`config.mk`:
```
export PLATFORM = sky130hd
export DESIGN_NAME = mem_port_master
export DESIGN_NICKNAME = d
export VERILOG_FILES = /design/src/rtl/mem_port_master_pkg.sv /design/src/rtl/mem_lane_align.sv /design/src/rtl/mem_port_master.sv
export SDC_FILE = /design/constraint.sdc
export NUM_CORES = 1
export LEC_CHECK = 0
export ABC_AREA = 1
export ABC_CLOCK_PERIOD_IN_PS = 5800
export BUFFER_PORTS_ARGS = -buffer_cell sky130_fd_sc_hd__buf_2
export CAP_MARGIN = 20
export CORE_ASPECT_RATIO = 1.1
export CORE_MARGIN = 8
export CORE_UTILIZATION = 50
export CTS_CLUSTER_DIAMETER = 30
export CTS_CLUSTER_SIZE = 30
export DETAILED_ROUTE_END_ITERATION = 16
export GPL_ROUTABILITY_DRIVEN = 0
export PLACE_DENSITY = 0.77
export SLEW_MARGIN = 0
export SYNTH_ARGS = -nofsm -noshare
export SYNTH_HDL_FRONTEND = slang
export SYNTH_SLANG_ARGS = --single-unit
```
`constraint.sdc`:
```
create_clock -name clock -period 5.8 [get_ports clock]
set_input_delay 1.16 -clock clock [delete_from_list [all_inputs] [get_ports clock]]
set_output_delay 1.16 -clock clock [all_outputs]
set_load 0.03 [all_outputs]
```
`src/rtl/mem_port_master_pkg.sv`:
```
// Shared encodings for the data-memory initiator: access sizes, FSM states, alignment check.
package mem_port_master_pkg;

  localparam logic [1:0] SIZE_B   = 2'b00;
  localparam logic [1:0] SIZE_H   = 2'b01;
  localparam logic [1:0] SIZE_W   = 2'b10;
  localparam logic [1:0] SIZE_BAD = 2'b11;

  typedef enum logic [2:0] {
    ST_IDLE    = 3'd0,
    ST_RD      = 3'd1,
    ST_RMW_RD  = 3'd2,
    ST_RMW_MRG = 3'd3,
    ST_WR      = 3'd4,
    ST_RESP    = 3'd5
  } state_t;

  // Size 11 has no legal alignment, so it is folded into the misaligned case.
  function automatic logic misaligned(input logic [1:0] size, input logic [1:0] lo);
    return ((size == SIZE_H) && lo[0]) ||
           ((size == SIZE_W) && (lo != 2'b00)) ||
           (size == SIZE_BAD);
  endfunction

endpackage

```
`src/rtl/mem_lane_align.sv`:
```
// Little-endian lane logic: load extraction with sign/zero extension and sub-word store merge.
// Purely combinational; no latency and no flow control.
module mem_lane_align
  import mem_port_master_pkg::*;
(
  input  logic [31:0] rd_word,
  input  logic [31:0] old_word,
  input  logic [31:0] wdata,
  input  logic [1:0]  addr_lo,
  input  logic [1:0]  size,
  input  logic        sgn,
  output logic [31:0] rdata,
  output logic [31:0] merged
);

  logic [7:0]  byte_v;
  logic [15:0] half_v;

  always_comb begin
    byte_v = rd_word[{addr_lo, 3'b000} +: 8];
    half_v = addr_lo[1] ? rd_word[31:16] : rd_word[15:0];
    rdata  = rd_word;
    case (size)
      SIZE_B:  rdata = {{24{sgn & byte_v[7]}}, byte_v};
      SIZE_H:  rdata = {{16{sgn & half_v[15]}}, half_v};
      default: rdata = rd_word;
    endcase
  end

  always_comb begin
    merged = old_word;
    case (size)
      SIZE_B: merged[{addr_lo, 3'b000} +: 8] = wdata[7:0];
      SIZE_H: begin
        if (addr_lo[1]) merged[31:16] = wdata[15:0];
        else            merged[15:0]  = wdata[15:0];
      end
      default: merged = wdata;
    endcase
  end

endmodule

```
`src/rtl/mem_port_master.sv`:
```
// Single-outstanding load/store initiator for the word-addressed data memory; loads and word stores
// respond 2 cycles after accept, sub-word stores 4 (read-modify-write), errors 1; req_ready only in IDLE.
module mem_port_master
  import mem_port_master_pkg::*;
#(
  parameter int WORD_ADDR_BITS = 10
) (
  input  logic        clock,
  input  logic        reset,
  input  logic        req_valid,
  output logic        req_ready,
  input  logic        req_we,
  input  logic [1:0]  req_size,
  input  logic        req_signed,
  input  logic [31:0] req_addr,
  input  logic [31:0] req_wdata,
  output logic        resp_valid,
  output logic [31:0] resp_rdata,
  output logic        resp_err,
  output logic        mem_ren,
  output logic        mem_wen,
  output logic [31:0] mem_addr,
  output logic [31:0] mem_din,
  input  logic [31:0] mem_dout
);

  state_t state, state_nxt;

  logic        accept;
  logic        req_err;
  logic [1:0]  size_q;
  logic        signed_q;
  logic [1:0]  lo_q;
  logic [31:0] wdata_q;
  logic [31:0] word_q;
  logic [31:0] ext_rdata;
  logic [31:0] merged;

  assign accept  = req_valid & req_ready;
  assign req_err = misaligned(req_size, req_addr[1:0]) ||
                   (req_addr[31:WORD_ADDR_BITS+2] != '0);

  always_ff @(posedge clock) begin
    if (reset) state <= ST_IDLE;
    else       state <= state_nxt;
  end

  always_comb begin
    state_nxt = state;
    case (state)
      ST_IDLE: begin
        if (accept) begin
          if (req_err)                 state_nxt = ST_RESP;
          else if (!req_we)            state_nxt = ST_RD;
          else if (req_size == SIZE_W) state_nxt = ST_WR;
          else                         state_nxt = ST_RMW_RD;
        end
      end
      ST_RD:      state_nxt = ST_RESP;
      ST_RMW_RD:  state_nxt = ST_RMW_MRG;
      ST_RMW_MRG: state_nxt = ST_WR;
      ST_WR:      state_nxt = ST_RESP;
      ST_RESP:    state_nxt = ST_IDLE;
      default:    state_nxt = ST_IDLE;
    endcase
  end

  mem_lane_align u_align (
    .rd_word  (mem_dout),
    .old_word (word_q),
    .wdata    (wdata_q),
    .addr_lo  (lo_q),
    .size     (size_q),
    .sgn      (signed_q),
    .rdata    (ext_rdata),
    .merged   (merged)
  );

  // Strobes are registered from the next state so they line up exactly with the state they belong to.
  always_ff @(posedge clock) begin
    if (reset) begin
      req_ready  <= 1'b1;
      mem_ren    <= 1'b0;
      mem_wen    <= 1'b0;
      mem_addr   <= '0;
      mem_din    <= '0;
      resp_valid <= 1'b0;
      resp_rdata <= '0;
      resp_err   <= 1'b0;
      size_q     <= SIZE_B;
      signed_q   <= 1'b0;
      lo_q       <= 2'b00;
      wdata_q    <= '0;
      word_q     <= '0;
    end else begin
      req_ready  <= (state_nxt == ST_IDLE);
      mem_ren    <= (state_nxt == ST_RD) || (state_nxt == ST_RMW_RD);
      mem_wen    <= (state_nxt == ST_WR);
      resp_valid <= (state_nxt == ST_RESP);
      resp_err   <= (state == ST_IDLE) && accept && req_err;
      resp_rdata <= (state == ST_RD) ? ext_rdata : '0;

      if (accept) begin
        mem_addr <= {{(32-WORD_ADDR_BITS){1'b0}}, req_addr[WORD_ADDR_BITS+1:2]};
        size_q   <= req_size;
        signed_q <= req_signed;
        lo_q     <= req_addr[1:0];
        wdata_q  <= req_wdata;
        if (req_we && (req_size == SIZE_W) && !req_err) mem_din <= req_wdata;
      end

      if (state == ST_RMW_RD)  word_q  <= mem_dout;
      if (state == ST_RMW_MRG) mem_din <= merged;
    end
  end

endmodule
```
==> results of run 1 <==
[report_power, final]
group / internal (mW) / leakage [nW] / switching, mW
Sequential: 1.15 / 1.23 / 0.0786
Clock: 0.729 / 0.299 / 0.443
Combinational: 0.217 / 2.65 / 0.589
Total: 2.10 / 4.18 / 1.11
[cell families (layout without fill, tap and decap cells)]
| family | count (synthesis) | after routing | synth area share |
|---|---|---|---|
| AOI/OAI and AO/OA | 292 | 292 | 0.213 |
| DFF | 151 | 151 | 0.414 |
| adders and majority gates | 5 | 5 | 0.00857 |
| buffers and inverters | 196 | 333 | 0.120 |
| and+or+nand+nor | 420 | 420 | 0.238 |
| muxes | 4 | 4 | 0.00548 |
| other | 1 | 22 | 0.000514 |
[critical path, cell delays in order]
cell and delay (ns):
buf_2 0.08, nand2_1 0.04, buf_4 0.25, inv_2 0.64
nand3_1 0.22, nand2_2 0.74, nand2_1 0.15, nand2_1 0.12
nor2_1 0.04
[sequential cells by signal, indices dropped and copies added, names as in the netlist]
register / count
resp_rdata: 32
signed_q: 1
mem_addr: 10
resp_err: 1
mem_wen: 1
state: 3
size_q: 2
lo_q: 2
resp_valid: 1
wdata_q: 32
mem_din: 32
mem_ren: 1
req_ready: 1
word_q: 32
[metal layers]
metal / track usage / part of all wire / vias to the layer above
met5: 0 / 0 / -
li1: - / - / 3701
met1: 0.300 / 0.42 / 3374
met3: 0.0682 / 0.098 / 55
met2: 0.382 / 0.45 / 362
met4: 0.106 / 0.030 / 0
[cell type report]
type,count,area share
Clock buffer,19,0.0507
Clock inverter,12,0.0202
Inverter,116,0.0498
Multi-Input combinational cell,743,0.398
Sequential cell,151,0.346
Tap cell,192,0.0275
Timing Repair Buffer,186,0.108
[placed cells by master (no fill, tap or decap), types with 3 or more instances in the layout]
master     Yosys  layout
inv_1        101     100
bufinv_16      0       4
buf_2          6     181
clkbuf_16      0      17
ha_1           5       5
o21ai_1       45      45
buf_4         32       5
nor2_1       148     148
a21oi_1      104     104
mux2i_1        4       4
nand4_1       15      15
clkinv_2       0       3
or2_2          3       3
inv_2         13      14
o21ai_0      101     101
conb_1         1      22
a31oi_1        7       7
nand2_1      216     216
o21ai_2       10      10
o22ai_1       16      16
nor2_4         3       3
o221ai_1       4       4
nand3_1       18      18
dfxtp_1      151     151
and2_1         6       6
[metrics by stage]
step | cell area, um^2 | instances | total power [mW] | setup WS (ns) | hold slack, ns
after floorplan | 7380 | 1090 | 1.83 | 3.54 | 0.438
after global placement | 8120 | 1388 | 2.03 | 2.29 | 0.456
after detailed placement | 8120 | 1388 | 2.04 | 2.19 | 0.461
after CTS | 8740 | 1419 | 3.20 | 2.63 | 0.475
after global routing | 8740 | 1419 | 3.35 | 2.34 | 0.508
final | 8740 | 1419 | 3.21 | 2.64 | 0.475
[how the worst max path moves through the flow]
| stage | startpoint | cells after the start | end | slack [ns] |
|---|---|---|---|---|
| 2_1_floorplan | req_addr[27] | 11 | mem_din[18] | 3.54 |
| 3_3_place_gp | req_valid | 9 | mem_din[26] | 2.29 |
| 3_5_place_dp | req_valid | 9 | mem_din[3] | 2.19 |
| 4_1_cts | req_valid | 9 | mem_din[3] | 2.63 |
| 5_1_grt | req_valid | 8 | mem_din[22] | 2.34 |
| 6_report | req_valid | 9 | mem_din[3] | 2.64 |
==> qor.txt, run 1 <==
outcome -> complete, no violations
Max Fanout on Critical Path -> 55
average routed wire per standard cell -> 16.1 um
area leader, netlist -> dfxtp_1
WP data arrival -> 3.48 ns
total routed wirelength -> 22.8 mm
vias in the first global route -> 7176
Num Clock Sinks -> 151
GRT Total Usage -> 0.241
Reg2Reg Setup Slack -> 3.11 ns
RSZ-0062 raised after global routing -> no
Die W -> 131 um
cts hold-fix bufs -> 0
Longest Clk Path Bufs -> 2
P&R area growth vs syn -> 19.7%
Hold Violations, Final -> 0
Warnings, synthesis -> 0
first-pass GRT wire length -> 36.4 mm
largest net degree at the start of global routing -> 62
# Post-CTS Setup Buffers -> 0
CTS Root Cell -> clkbuf_16
Slew @ Worst Pin -> 0.960 ns
Final setup violation count -> 0
area occupied by multi-input gates -> 3480 um^2
top-count cell post-synth -> nand2_1
Core Box Area -> 14300 um^2
clk slew on worst S/H paths -> 0.06 ns
I/O pin cnt -> 204
Crit Path Category -> in2reg
layout cells sized above 1 -> 0.208
CP startpoint kind -> primary input
final critical-path share of the clock period -> 0.545
ANT cells -> 0
fin crit period -> 3.16 ns
Synth Register Bits -> 151
Final ANT Viol Nets -> 0
total CTS buffers -> 17
TNS Setup -> 0 ns
synthesized cell area -> 7300 um^2
row count -> 46
Initial Util -> 0.510
vias per inst -> 5.28
cell depth of the worst hold path -> 2
CTS resizes -> 0
Die Y -> 143 um
DR iter-0 viols -> 704
fillcell total -> 1336
leakage power -> 4.18 nW
total area of sequential cells -> 3020 um^2
max_cap viols -> 0
Critical Path End Type -> flop
CTS tree -> done
HP Class -> reg2reg
DR pass1 iterations -> 5
min-delay src -> wdata_q[13]
Hold Crit Endpoint -> wdata_q[13]
FF-to-FF End -> mem_din[3]
Reg-to-Reg Start -> req_ready
Worst-Skew Late Latency -> 0.43 ns
grt total ovfl -> 0
relative slew slack -> 0.358
register area share after synthesis -> 0.414
final design utilization -> 0.610
top post-synthesis cells by area -> dfxtp_1, nand2_1, nor2_1
ys async rst share -> 0
Die ar. -> 18700 um^2
routed vias -> 7492
Final nets -> 1323
Worst VDD drop -> 0.000206 V
P per Cell Area -> 367 nW/um^2
Worst Path Required -> 6.12 ns
IO buf count -> 181
Max Clock Freq -> 0.316 GHz
Gate Count Post-Synth -> 1069
dpl hpwl -> 16.4 mm
syn_area_per_cell -> 6.83 um^2
max-slew violations -> 0
DRC viols -> 0
Synth top area share -> 0.414
clk_skew -> 0.00712 ns
number of flops mapped to enable cells by yosys -> 0
Yosys cell types -> 37
Reg2Reg Depth -> 8
initial antenna violation count -> 0
ys flop type -> dfxtp_1
top cells by count, synth -> nand2_1, dfxtp_1, nor2_1
H-Tree Depth -> 4
No activity file was read; power rests on OpenSTA's default activity.
==> inputs of run 2 (changes only) <==
--- a/config.mk
+++ b/config.mk
@@ -6,7 +6,7 @@
 export NUM_CORES = 1
 export LEC_CHECK = 0
 export ABC_AREA = 1
-export ABC_CLOCK_PERIOD_IN_PS = 5800
+export ABC_CLOCK_PERIOD_IN_PS = 2950
 export BUFFER_PORTS_ARGS = -buffer_cell sky130_fd_sc_hd__buf_2
 export CAP_MARGIN = 20
 export CORE_ASPECT_RATIO = 1.1
==> constraint.sdc (replaced) <==
create_clock -name clock -period 2.95 [get_ports clock]
set_input_delay 0.59 -clock clock [delete_from_list [all_inputs] [get_ports clock]]
set_output_delay 0.59 -clock clock [all_outputs]
set_load 0.03 [all_outputs]
==> qor.txt, run 2 (synthesis gave the netlist of run 1 again) <==
first-pass GRT wire length -> 37.1 mm (+2.0%)
clk_skew -> 0.0104 ns (+0.00330 ns)
Longest Clk Path Bufs -> 2 (unchanged)
Hold Violations, Final -> 0 (unchanged)
total CTS buffers -> 17 (unchanged)
Die W -> 131 um (unchanged)
average routed wire per standard cell -> 15.8 um (-1.7%)
Die ar. -> 18700 um^2 (unchanged)
cell depth of the worst hold path -> 3 (+1)
vias in the first global route -> 7196 (+0.28%)
Worst Setup SP -> lo_q[0]
CP startpoint kind -> flop
fillcell total -> 1332 (-0.30%)
total routed wirelength -> 22.7 mm (-0.73%)
commonest non-fill, non-tap cell in the layout -> nand2_1
relative slew slack -> 0.641 (+0.283)
row count -> 46 (unchanged)
largest net degree at the start of global routing -> 53 (-15%)
layout cells sized above 1 -> 0.212 (+0.00444)
H-Tree Depth -> 4 (unchanged)
Core Box Area -> 14300 um^2 (unchanged)
DRC viols -> 0 (unchanged)
dpl hpwl -> 16.8 mm (+2.5%)
DR pass1 iterations -> 8 (+3)
fin area -> 8780 um^2 (+0.43%)
max_cap viols -> 0 (unchanged)
routed vias -> 7522 (+0.40%)
Num Clock Sinks -> 151 (unchanged)
Max Fanout on Critical Path -> 13 (-76%)
placed instance area -> 8230 um^2 (+1.3%)
Final nets -> 1334 (+0.83%)
Crit Path Category -> reg2reg
Hold Crit Endpoint -> wdata_q[20]
final critical-path share of the clock period -> 0.851
# Post-CTS Setup Buffers -> 0 (unchanged)
vias per inst -> 5.25 (-0.58%)
TNS Setup -> 0 ns (unchanged)
CTS Root Cell -> clkbuf_16
DR iter-0 viols -> 800 (+14%)
Worst VDD drop -> 0.000324 V (+57%)
CTS resizes -> 0 (unchanged)
WP data arrival -> 2.88 ns (-0.60 ns)
Max Clock Freq -> 0.398 GHz
grt total ovfl -> 0 (unchanged)
Initial Util -> 0.510 (unchanged)
P&R area growth vs syn -> 20.2%
max-slew violations -> 0 (unchanged)
outcome -> complete, no violations
Reg2Reg Depth -> 11 (+3)
Reg2Reg Setup Slack -> 0.44 ns (-2.67 ns)
P per Cell Area -> 689 nW/um^2 (+88%)
HP Class -> in2reg
Worst Path Required -> 3.32 ns (-2.80 ns)
fin crit period -> 2.51 ns
cts hold-fix bufs -> 0 (unchanged)
CTS tree -> done
final design utilization -> 0.612 (+0.00262)
min-delay src -> req_wdata[20]
Reg-to-Reg Start -> lo_q[0]
Slew @ Worst Pin -> 0.538 ns (-0.422 ns)
Die Y -> 143 um (unchanged)
Worst-Skew Late Latency -> 0.43 ns (about the same)
most frequent cells in the layout -> nand2_1, buf_2, dfxtp_1, nor2_1, a21oi_1
IO buf count -> 181 (unchanged)
Final setup violation count -> 0 (unchanged)
I/O pin cnt -> 204 (unchanged)
initial antenna violation count -> 3 (+3)
Final ANT Viol Nets -> 0 (unchanged)
RSZ-0062 raised after global routing -> no
GRT Total Usage -> 0.244 (+0.00320)
Critical Path End Type -> flop
clk slew on worst S/H paths -> 0.06 ns (about the same)
FF-to-FF End -> mem_din[0]
leakage power -> 4.19 nW (+0.29%)
-- run 2: changes by cell type in the layout (fill, tap and decap cells not counted) --
cell        delta
buf_4          +9
clkinv_2       -2
clkbuf_8       -1
clkinvlp_4     +2
bufinv_16      -3
diode_2        +2
clkbuf_1       +4
clkinv_4       +1
buf_12         +2
-- run 2: layer usage --
metal | vias up | GRT usage | wire length (um)
met4 | 4 | 0.0955 | 498
li1 | 3736 | - | -
met1 | 3340 | 0.309 | 9700
met3 | 44 | 0.0741 | 2400
met5 | - | 0 | 23
met2 | 398 | 0.381 | 10000
-- run 2: power by group --
group	switching [mW]	leakage [nW]	internal, mW	total, mW
clock network	0.858	0.251	1.16	2.02
logic	1.15	2.71	0.447	1.60
registers	0.170	1.23	2.26	2.43
-- run 2: critical path, cell delays in order (launching register included) --
cell and delay (ns):
dfxtp_1 0.61, inv_1 0.31, ha_1 0.42, inv_1 0.16, nand4_1 0.12, o21ai_2 0.35, nand2_1 0.09, nand2_1 0.11
o21ai_1 0.07, nand2_1 0.05, inv_1 0.04, nor2_1 0.10
-- run 2: worst max path at each step --
stage	end	slack, ns	cells past startpoint
global placement	mem_din[5]	0.52	11
detailed placement	mem_din[5]	0.52	11
floorplan	mem_din[1]	0.96	12
finish	mem_din[0]	0.44	11
global route	mem_din[0]	0.27	11
CTS	mem_din[0]	0.49	11
-- run 2: final cells by class --
cell class | instances | area [um^2] | share of cell area
inverter | 116 | 435 | 0.0496
tap | 192 | 240 | 0.0274
clock inverter | 10 | 100 | 0.0114
multi-input combinational | 743 | 3480 | 0.396
antenna | 2 | 5.00 | 0.000570
timing repair buffer | 197 | 1050 | 0.120
sequential | 151 | 3020 | 0.344
clock buffer | 22 | 444 | 0.0506
-- run 2: stage by stage --
stage	total power [mW]	cells	setup slack [ns]	hold slack, ns
final	6.05	1433	0.440	0.399
after global routing	6.36	1432	0.273	0.394
after CTS	6.04	1431	0.492	0.387
after detailed placement	4.03	1399	0.520	0.458
after global placement	4.01	1399	0.522	0.458
after floorplan	3.59	1090	0.959	0.438
==> inputs of run 3 (changes only) <==
--- a/config.mk
+++ b/config.mk
@@ -9,7 +9,6 @@
 export ABC_CLOCK_PERIOD_IN_PS = 2950
 export BUFFER_PORTS_ARGS = -buffer_cell sky130_fd_sc_hd__buf_2
 export CAP_MARGIN = 20
-export CORE_ASPECT_RATIO = 1.1
 export CORE_MARGIN = 8
 export CORE_UTILIZATION = 50
 export CTS_CLUSTER_DIAMETER = 30
==> qor.txt, run 3 (synthesis gave the netlist of run 1 again) <==
Longest Clk Path Bufs -> 2 (unchanged)
CP startpoint kind -> flop
total routed wirelength -> 22.5 mm (-0.83%)
P per Cell Area -> 701 nW/um^2 (+1.8%)
Power, Total -> 6.16 mW (+1.9%)
first-pass GRT wire length -> 35.3 mm (-5.0%)
Die Y -> 137 um (-4.1%)
Num Clock Sinks -> 151 (unchanged)
commonest non-fill, non-tap cell in the layout -> nand2_1
routed vias -> 7439 (-1.1%)
Max Clock Freq -> 0.420 GHz (+5.3%)
IO buf count -> 181 (unchanged)
I/O pin cnt -> 204 (unchanged)
CTS Root Cell -> clkbuf_16
Final setup violation count -> 0 (unchanged)
Worst Path Required -> 3.31 ns (about the same)
clk slew on worst S/H paths -> 0.06 ns (about the same)
dpl hpwl -> 16.6 mm (-1.4%)
P&R area growth vs syn -> 20.3% (about the same)
DR pass1 iterations -> 5 (-3)
Worst VDD drop -> 0.000470 V (+45%)
Max Fanout on Critical Path -> 13 (unchanged)
delay-heaviest family, CP -> flip-flops
average routed wire per standard cell -> 15.8 um (about the same)
layout cells sized above 1 -> 0.212 (about the same)
CP max stage delay -> 0.57 ns (-0.04 ns)
PnR worst setup slack -> 0.568 ns (+0.127 ns)
initial antenna violation count -> 1 (-2)
Worst-Skew Late Latency -> 0.43 ns (about the same)
Final ANT Viol Nets -> 0 (unchanged)
Final nets -> 1331 (-0.22%)
cell chain of the critical path -> inv_1 -> ha_1 -> inv_1 -> nand4_1 -> o21ai_2 -> nand2_1 -> nand2_1 -> o21ai_1 -> nand2_1 -> inv_1 -> nor2_1
CTS tree -> done
largest net degree at the start of global routing -> 56 (+5.7%)
DRC viols -> 0 (unchanged)
fillcell total -> 1390 (+4.4%)
RSZ-0062 raised after global routing -> no
TNS Setup -> 0 ns (unchanged)
total CTS buffers -> 17 (unchanged)
GRT Total Usage -> 0.239 (-0.00440)
vias per inst -> 5.24 (-0.20%)
clk_skew -> 0.00912 ns (-0.00129 ns)
HP Class -> in2reg
max_cap viols -> 0 (unchanged)
fin crit period -> 2.38 ns (-0.127 ns)
CTS resizes -> 0 (unchanged)
Slew @ Worst Pin -> 0.767 ns (+0.229 ns)
row count -> 44 (-4.3%)
Hold Violations, Final -> 0 (unchanged)
Slowest cell on crit path -> dfxtp_1
max-slew violations -> 0 (unchanged)
Die ar. -> 18700 um^2 (about the same)
grt total ovfl -> 0 (unchanged)
DR iter-0 viols -> 568 (-29%)
outcome -> complete, no violations
Critical Path End Type -> flop
Crit Path Category -> reg2reg
Buf/Inv on CP -> 3 (unchanged)
# Post-CTS Setup Buffers -> 0 (unchanged)
cts hold-fix bufs -> 0 (unchanged)
Reg2Reg Setup Slack -> 0.57 ns (+0.13 ns)
post-place setup slack -> 0.646 ns (+0.125 ns)
most frequent cells in the layout -> nand2_1, buf_2, dfxtp_1, nor2_1, a21oi_1
Die W -> 137 um (+4.3%)
Initial Util -> 0.506 (-0.00327)
final design utilization -> 0.609 (-0.00341)
Core Box Area -> 14400 um^2 (+0.65%)
vias in the first global route -> 7076 (-1.7%)
relative slew slack -> 0.488 (-0.153)
WP data arrival -> 2.74 ns (-0.14 ns)
H-Tree Depth -> 4 (unchanged)
final critical-path share of the clock period -> 0.808 (-0.0431)
leakage power -> 4.21 nW (+0.46%)
-- run 3: report_power, final --
group | internal (mW) | switching, mW
logic | 0.445 | 1.15
registers | 2.26 | 0.168
clock network | 1.30 | 0.837
total | 4.01 | 2.16
-- run 3: final timing paths --
path / from / end / depth (start not counted)
hold reg to reg: word_q[12] / word_q[12] / 2
hold / removal: req_wdata[16] / wdata_q[16] / 3
setup / recovery: lo_q[0] / mem_din[0] / 11
setup reg to reg: lo_q[0] / mem_din[0] / 11
-- run 3: metrics by stage --
stage	std cells	hold slack, ns	cell area, um^2
5_1_grt	1420	0.399	8780
6_report	1420	0.405	8780
3_5_place_dp	1388	0.462	8210
4_1_cts	1419	0.390	8780
2_1_floorplan	1090	0.438	7380
3_3_place_gp	1388	0.457	8210
-- run 3: worst register-to-register path: cells and delay by family (launching register included) --
family | cells | cell delay (ns)
AOI/OAI and AO/OA | 2 | 0.42
adders and majority gates | 1 | 0.40
buffers and inverters | 3 | 0.46
DFF | 1 | 0.57
and+or+nand+nor | 5 | 0.48
-- run 3: per-layer routing --
metal / routed length (um) / up-vias / track usage / part of all wire
met2: 11200 / 301 / 0.410 / 0.50
met3: 1850 / 47 / 0.0701 / 0.082
met1: 8680 / 3365 / 0.270 / 0.39
li1: - / 3726 / - / -
met5: 0 / - / 0 / 0
met4: 734 / 0 / 0.109 / 0.033
-- run 3: area by class of cell --
class,instances,area (um^2),area share
Multi-Input combinational cell,743,3480,0.396
Sequential cell,151,3020,0.344
Timing Repair Buffer,194,1040,0.119
Clock buffer,22,474,0.0540
Inverter,116,435,0.0496
Tap cell,184,230,0.0262
Clock inverter,9,100,0.0114
Antenna cell,1,2.50,0.000285
